==> src/rtl/serial_magnitude_comparator_pkg.sv <==
// serial_magnitude_comparator_pkg: FSM state encoding and default operand width
package serial_magnitude_comparator_pkg;
    localparam logic [1:0] ST_IDLE    = 2'd0;
    localparam logic [1:0] ST_COMPARE = 2'd1;
    localparam logic [1:0] ST_DONE    = 2'd2;
    localparam int DEF_WIDTH = 8;
endpackage

==> src/rtl/serial_magnitude_comparator_if.sv <==
// serial_magnitude_comparator_if: operand request and result bundle
interface serial_magnitude_comparator_if
    import serial_magnitude_comparator_pkg::*;
#(
    parameter int WIDTH = DEF_WIDTH
);
    logic                         start;
    logic [WIDTH-1:0]             a_in;
    logic [WIDTH-1:0]             b_in;
    logic                         busy;
    logic                         done;
    logic                         lesser;
    logic                         greater;
    logic                         equal;
    logic [$clog2(WIDTH+1)-1:0]   cycles;
    modport master (
        output start, a_in, b_in,
        input  busy, done, lesser, greater, equal, cycles
    );
    modport slave (
        input  start, a_in, b_in,
        output busy, done, lesser, greater, equal, cycles
    );
endinterface

==> src/rtl/one_bit_comparator.sv <==
// one_bit_comparator: combinational single-bit magnitude compare
module one_bit_comparator (
    input  logic a,
    input  logic b,
    output logic lesser,
    output logic greater,
    output logic equal
);
    assign lesser  = ~a & b;
    assign greater = a & ~b;
    assign equal   = ~(a ^ b);
endmodule

==> src/rtl/serial_magnitude_comparator.sv <==
// serial_magnitude_comparator: MSB-first bit-serial compare of two latched operands
module serial_magnitude_comparator
    import serial_magnitude_comparator_pkg::*;
#(
    parameter int WIDTH      = DEF_WIDTH,
    parameter bit EARLY_EXIT = 1'b1
) (
    input logic clk,
    input logic rst_n,
    serial_magnitude_comparator_if.slave bus
);
    localparam int CW = $clog2(WIDTH + 1);
    logic [1:0]       state, state_nx;
    logic [WIDTH-1:0] a_sh, b_sh;
    logic [CW-1:0]    count, cycles_q;
    logic             decided, lesser_q, greater_q, equal_q;
    logic             c_lt, c_gt, c_eq, finish;
    one_bit_comparator u_cell (
        .a       (a_sh[WIDTH-1]),
        .b       (b_sh[WIDTH-1]),
        .lesser  (c_lt),
        .greater (c_gt),
        .equal   (c_eq)
    );
    always_comb begin
        finish   = (EARLY_EXIT && !c_eq) || (count == CW'(WIDTH - 1));
        state_nx = (state == ST_IDLE)    ? (bus.start ? ST_COMPARE : ST_IDLE) :
                   (state == ST_COMPARE) ? (finish ? ST_DONE : ST_COMPARE) : ST_IDLE;
    end
    always_ff @(posedge clk or negedge rst_n)
        if (!rst_n) state <= ST_IDLE;
        else        state <= state_nx;
    always_ff @(posedge clk or negedge rst_n)
        if (!rst_n) begin
            a_sh      <= '0;
            b_sh      <= '0;
            count     <= '0;
            decided   <= 1'b0;
            lesser_q  <= 1'b0;
            greater_q <= 1'b0;
            equal_q   <= 1'b0;
            cycles_q  <= '0;
        end else if (state == ST_IDLE && bus.start) begin
            a_sh      <= bus.a_in;
            b_sh      <= bus.b_in;
            count     <= '0;
            decided   <= 1'b0;
            lesser_q  <= 1'b0;
            greater_q <= 1'b0;
            equal_q   <= 1'b0;
        end else if (state == ST_COMPARE) begin
            // only the first differing pair may set a flag
            if (!decided && !c_eq) begin
                lesser_q  <= c_lt;
                greater_q <= c_gt;
                decided   <= 1'b1;
            end
            a_sh  <= a_sh << 1;
            b_sh  <= b_sh << 1;
            count <= count + CW'(1);
            if (finish) begin
                equal_q  <= !decided && c_eq;
                cycles_q <= count + CW'(1);
            end
        end
    assign bus.busy    = (state == ST_COMPARE);
    assign bus.done    = (state == ST_DONE);
    assign bus.lesser  = lesser_q;
    assign bus.greater = greater_q;
    assign bus.equal   = equal_q;
    assign bus.cycles  = cycles_q;
endmodule

==> src/flat_wrapper.sv <==
// flat-port wrapper written by rule: the top's interface ports become plain ports
module serial_magnitude_comparator_flat import serial_magnitude_comparator_pkg::*;
#(
    parameter int WIDTH      = DEF_WIDTH,
    parameter bit EARLY_EXIT = 1'b1
)
  (clk, rst_n, bus_start, bus_a_in, bus_b_in, bus_busy, bus_done, bus_lesser, bus_greater, bus_equal, bus_cycles);
  serial_magnitude_comparator_if #(.WIDTH(WIDTH)) bus_i ();
  input logic clk;
  input logic rst_n;
  input wire logic [$bits(bus_i.start)-1:0] bus_start;
  input wire logic [$bits(bus_i.a_in)-1:0] bus_a_in;
  input wire logic [$bits(bus_i.b_in)-1:0] bus_b_in;
  output wire logic [$bits(bus_i.busy)-1:0] bus_busy;
  output wire logic [$bits(bus_i.done)-1:0] bus_done;
  output wire logic [$bits(bus_i.lesser)-1:0] bus_lesser;
  output wire logic [$bits(bus_i.greater)-1:0] bus_greater;
  output wire logic [$bits(bus_i.equal)-1:0] bus_equal;
  output wire logic [$bits(bus_i.cycles)-1:0] bus_cycles;
  assign bus_i.start = bus_start;
  assign bus_i.a_in = bus_a_in;
  assign bus_i.b_in = bus_b_in;
  assign bus_busy = bus_i.busy;
  assign bus_done = bus_i.done;
  assign bus_lesser = bus_i.lesser;
  assign bus_greater = bus_i.greater;
  assign bus_equal = bus_i.equal;
  assign bus_cycles = bus_i.cycles;
  serial_magnitude_comparator #(.WIDTH(WIDTH), .EARLY_EXIT(EARLY_EXIT)) u_core (.clk(clk), .rst_n(rst_n), .bus(bus_i));
endmodule
==> config.mk <==
export PLATFORM = sky130hd
export DESIGN_NAME = serial_magnitude_comparator_flat
export DESIGN_NICKNAME = d
export VERILOG_FILES = /design/src/rtl/serial_magnitude_comparator_pkg.sv /design/src/rtl/serial_magnitude_comparator_if.sv /design/src/rtl/one_bit_comparator.sv /design/src/rtl/serial_magnitude_comparator.sv /design/src/flat_wrapper.sv
export SDC_FILE = /design/constraint.sdc
export NUM_CORES = 1
export LEC_CHECK = 0
export ABC_AREA = 1
export BUFFER_PORTS_ARGS = -buffer_cell sky130_fd_sc_hd__buf_2
export CAP_MARGIN = 25
export CORE_MARGIN = 8
export CORE_UTILIZATION = 40
export DETAILED_ROUTE_END_ITERATION = 8
export GPL_ROUTABILITY_DRIVEN = 0
export GPL_TIMING_DRIVEN = 0
export HOLD_SLACK_MARGIN = 0.06
export PLACE_DENSITY = 0.63
export SLEW_MARGIN = 20
export SYNTH_ARGS = -nofsm -noshare
export SYNTH_HDL_FRONTEND = slang
export SYNTH_SLANG_ARGS = --single-unit
export TNS_END_PERCENT = 100
==> constraint.sdc <==
create_clock -name clk -period 1.9 [get_ports clk]
set_clock_uncertainty 0.1 [all_clocks]
set_input_delay 0.095 -clock clk [delete_from_list [all_inputs] [get_ports clk]]
set_output_delay 0.095 -clock clk [all_outputs]
set_load 0.05 [all_outputs]
# ---- Word-level counts from Yosys, hierarchy flattened
# Cells that the tools add are included.
dict set report op_classes {
  multipliers 0
  reduce_logical 12
  addsub 1
  shifts 0
  order_cmp 0
  bitwise_logic 7
  mux 22
  div_mod_pow 0
  eq_ne 3
}
# operator n
set op_table {}
lappend op_table {{$mux 8} 4}
lappend op_table {{$mux 1} 13}
lappend op_table {{$mux 4} 2}
lappend op_table {{$mux 2} 3}
lappend op_table {{$reduce_bool 2->1} 3}
lappend op_table {{$add 4x1->4 const B} 1}
lappend op_table {{$eq 4x3->1 const B} 1}
lappend op_table {{$not 1->1} 4}
lappend op_table {{$reduce_and 2->1} 2}
lappend op_table {{$logic_and 1x1->1} 3}
lappend op_table {{$reduce_and 3->1} 1}
lappend op_table {{$and 1x1->1} 2}
lappend op_table {{$eq 2x1->1 const B} 1}
lappend op_table {{$eq 2x2->1 const B} 1}
lappend op_table {{$logic_not 2->1} 1}
lappend op_table {{$logic_not 1->1} 1}
lappend op_table {{$logic_or 1x1->1} 1}
lappend op_table {{$xor 1x1->1} 1}
dict set report word_totals {
  mem_bits_rw 0
  out_inout_bits 9
  latch_bits 0
  word_cells 54
  rom_bits 0
  input_bits 19
  mem_count 0
  register_bits 30
}

# ---- Logic depth before layout (Yosys ltp)
dict set report logic_depth {
  word_depth 6
  depth_mapped 7
}

# ---- Cells and area by module
# A second synthesis with hierarchy kept.
dict set report hier_totals {
  hier_cells 155
  hier_area_um2 1420.1
}
# mod area_per_inst_um2 n_inst cells_each seq_area_each_um2
set modules_own_cells {}
lappend modules_own_cells {serial_magnitude_comparator 1387.6 1 151 750.7}
lappend modules_own_cells {one_bit_comparator 32.5 1 4 0.0}

# ---- Least setup slack after synthesis
# No wires, ideal clock.
dict set report synth_path {
  path_type {reg2reg}
  start {register u_core.a_sh[7]}
  end {register u_core.greater_q (netlist: u_core.bus.greater)}
  path_buffers 0
  period_less_slack_ns 1.279
  arrival_time_ns 1.053
  slack_ns 0.621
  stages_incl_launch_ff 7
  path_cell_list {dfrtp_1 > inv_1 > ha_1 > inv_1 > nand2_1 > o21ai_0 > o21ai_0}
}
dict set report synth_via {
  elab_chain_cells 4
  elab_cells_between_ends 8
  cone_classes {mux (3); bitwise (2); reduce/logical (3)}
}
# item line
set synth_lines {}
lappend synth_lines {{start, declared} serial_magnitude_comparator.sv:14} ;# logic [WIDTH-1:0] a_sh, b_sh;
lappend synth_lines {{start signal, assigned} serial_magnitude_comparator.sv:44} ;# a_sh <= bus.a_in;
lappend synth_lines {{start signal, assigned} serial_magnitude_comparator.sv:58} ;# a_sh <= a_sh << 1;
lappend synth_lines {{$and 1x1->1 or $xor 1x1->1 (tied branches)} {one_bit_comparator.sv:10, one_bit_comparator.sv:11}}
lappend synth_lines {{$mux 1 or $logic_and 1x1->1 (tied branches)} serial_magnitude_comparator.sv:53} ;# if (!decided && !c_eq) begin
lappend synth_lines {{$mux 1 or $reduce_bool 2->1 (tied branches)} n/a}
lappend synth_lines {{$mux 1 or $reduce_and 2->1 (tied branches)} n/a}
lappend synth_lines {{end signal, assigned} serial_magnitude_comparator.sv:55} ;# greater_q <= c_gt;
lappend synth_lines {{end, declared} serial_magnitude_comparator.sv:16} ;# logic decided, lesser_q, greater_q, equal_q;
# Parallel ways exist; a longest one is shown, timed or not. The select of a mux whose other input is x is not followed.
# A chain may end at the register's enable or synchronous reset.

# ---- Worst setup path after layout
dict set report layout_path {
  start {register u_core.state[1]}
  end {output port bus_busy}
}
dict set report layout_via {
  elab_chain_cells 1
}
# item line
set layout_lines {}
lappend layout_lines {{start, declared} serial_magnitude_comparator.sv:13} ;# logic [1:0] state, state_nx;
lappend layout_lines {{start signal, assigned} serial_magnitude_comparator.sv:32} ;# else state <= state_nx;
lappend layout_lines {{$eq 2x1->1} serial_magnitude_comparator.sv:66} ;# assign bus.busy = (state == ST_COMPARE);
lappend layout_lines {{end, declared} flat_wrapper.sv:14} ;# output wire logic [$bits(bus_i.busy)-1:0] bus_busy;
# No other way between the ends.

==> impl_metrics.toml <==
[run_status]
status = "finished clean"

[floorplanning]
core-area_sq_um = 3280
start_util_pct = 40.9
rows = 21
dieArea_sq_um = 5470
die_w_um = 73.9
ios = 28
die_y_um = 73.9

[routing]
post_drt_wl_per_cell_um = 11.3
drt-total-wl_um = 2860
via_count = 1147
vias_per_cell = 4.53
drtIter0Drc = 35
remaining_drc_errors = 0
first_pass_iters = 4
drtAntennaViolNets = 0

[cts]
cts_root_buffer = "clkbuf_4"
cts_sinks = 30
cts_max_level = 2
clk_pin_slew_worst_paths_ps = 90
clk_latency_ps = 320
tritoncts = "yes"
clockBufferDepth = 2
cts_buffers = 5

[synth]
syn_avg_cell_area_sq_um = 8.72
netlist_instances = 154
yosys_warnings = 0
netlist_area_sq_um = 1340
ys_ff_latch = 30
yosysSeqAreaShare_pct = 55.9
synth.distinct_cells = 19
syn_nets = 176

[run]
max-cap-violations = 0

[worst_setup_path]
worstPathMaxFanout = 10
path_class = "flip-flop to output port"
critPathMaxStageDelay_ps = 400
crit_path_start_kind = "flip-flop"
r2r_slack_ps = 480
crit_family = "buffers and inverters"
cp_slowest_cell = "dfrtp_1"
crit_path_end_kind = "output port"
crit_buf_inv = 4
ff2ff_path_depth = 7
timing.rr.start = "u_core.count[0]"
cp_cell_sequence = "inv_2 > nand2_4 > inv_4 > buf_4 > buf_2"
critical_path.startpoint = "u_core.state[1]"
crit_arrival_ps = 1490
r2r_end = "u_core.bus.cycles[3]"
crit_required_ps = 1700

[timing]
finalCritPeriodShare_pct = 88.5
whs_ps = 234
slew_headroom_pct = 54.8
hold_viol_final = 0
fmax_mhz = 595
tns_ps = 0
drv_slew = 0
rsz0062_at_grt = "false"
layout_min_cycle_time_ps = 1680
tightest_slew_ps = 679
fin_ws_ps = 219
setup_viol = 0

[layout]
fin_nets = 228
final_cell_area_sq_um = 1790
finalNonFillerCells = 253
diodes = 0
area_growth_pct = 33.6
drive_gt1_share_pct = 22.2

[power_and_ir_drop]
irDropWorstVdd_v = 0.000643
power_density_nw_per_um2 = 1560
p_leak_nw = 0.933

[placement]
place_ws_ps = 495
portBuffers = 27
hpwl_um = 2070
place_area_sq_um = 1540
place_inst = 227

[grt]
antenna_found_initial = 0
grt_first_pass_wirelength_um = 4820
track_usage_pct = 11.6
grt_max_degree = 31
grt_pass1_vias = 1120
grt.overflow.total = 0

[worst_hold_path]
min_path_type = "primary input to asynchronous set/reset pin"
## sequential cells by signal, indices dropped and copies added (netlist names)
signal,count
u_core.a_sh,8
u_core.b_sh,8
u_core.bus.cycles,4
u_core.bus.equal,1
u_core.bus.greater,1
u_core.bus.lesser,1
u_core.count,4
u_core.decided,1
u_core.state,2
## cell families (layout without fill, tap and decap cells)
logic type,count (synthesis),count (layout),synth area share (%)
DFF,30,30,55.9
adders and majority gates,3,3,2.80
buffers and inverters,16,69,6.43
AOI/OAI and AO/OA,13,13,5.31
xor gates and xnor gates,2,2,1.30
and+or+nand+nor,90,90,28.2
## report_power, final
group          total [mW]  switching, mW  leakage (nW)  internal (mW)
combinational        1.27          0.864         0.502          0.404
clock               0.470          0.217        0.0446          0.253
sequential           1.06          0.158         0.386          0.905
## metrics by stage
stage	total power [mW]	utilization, %
floorplan	2.02	-
global placement	2.29	46.7
detailed placement	2.34	46.7
CTS	2.84	54.6
global route	3.02	54.6
finish	2.80	54.6
## worst max-delay path by stage
stage | endpoint | depth (start not counted)
final | bus_busy | 5
after global routing | bus_busy | 5
after CTS | bus_busy | 5
after detailed placement | u_core.bus.greater | 6
after global placement | u_core.bus.cycles[3] | 7
after floorplan | u_core.bus.greater | 6
## synthesized netlist by cell type
cell type	instances	area share, %
nand2_1	65	18
dfrtp_1	30	56
nand3_1	15	5.6
inv_1	9	2.5
o21ai_0	9	3.4
nor2_1	5	1.4
ha_1	3	2.8
inv_4	3	1.4
buf_6	2	1.7
nand2_2	2	0.93
nand2_4	2	1.7
o211ai_1	2	1.1
a21oi_1	1	0.37
buf_4	1	0.56
inv_2	1	0.28
nand4_1	1	0.47
o22ai_1	1	0.47
xnor2_1	1	0.65
xor2_1	1	0.65
## per-layer routing
| metal | share of wire (%) | routed length [um] | global-route usage [%] |
|---|---|---|---|
| met1 | 44 | 1250 | 12.2 |
| met2 | 48 | 1390 | 19.5 |
| met3 | 6.3 | 181 | 5.39 |
| met4 | 1.5 | 44 | 4.66 |
| met5 | 0 | 0 | 0 |
## layout make-up
type                            count  area [sq um]
Timing Repair Buffer               45           315
Inverter                           13          56.3
Tap cell                           46          57.6
Sequential cell                    30           751
Fill cell                         329          1490
Clock buffer                        8          78.8
Buffer                              3          30.0
Multi-Input combinational cell    108           505
## worst register-to-register path: cells and delay by family, from the launching register on
family | cells | cell delay, ps
and+or+nand+nor | 5 | 460
adders and majority gates | 1 | 250
buffers and inverters | 1 | 70
DFF | 1 | 440
## repair_timing
action                                  CTS  global route
resized for setup                         0             0
hold buffers                             18             0
hold endpoints to repair                 48             0
buffers inserted                          0             0
endpoints found under the setup margin    0             0
## cell usage in the layout (no fill, tap or decap)
cell	n
buf_2	27
nand2_4	2
nand4_1	1
nand3_1	15
xor2_1	1
ha_1	3
buf_6	2
inv_4	3
inv_1	9
clkbuf_4	5
nand2_1	65
nor2_1	5
xnor2_1	1
buf_4	1
dlygate4sd3_1	18
o22ai_1	1
dfrtp_1	30
nand2_2	2
clkbuf_8	3
o211ai_1	2
a21oi_1	1
inv_2	1
o21ai_0	9
Note: power is estimated with default switching activity, not from simulation.
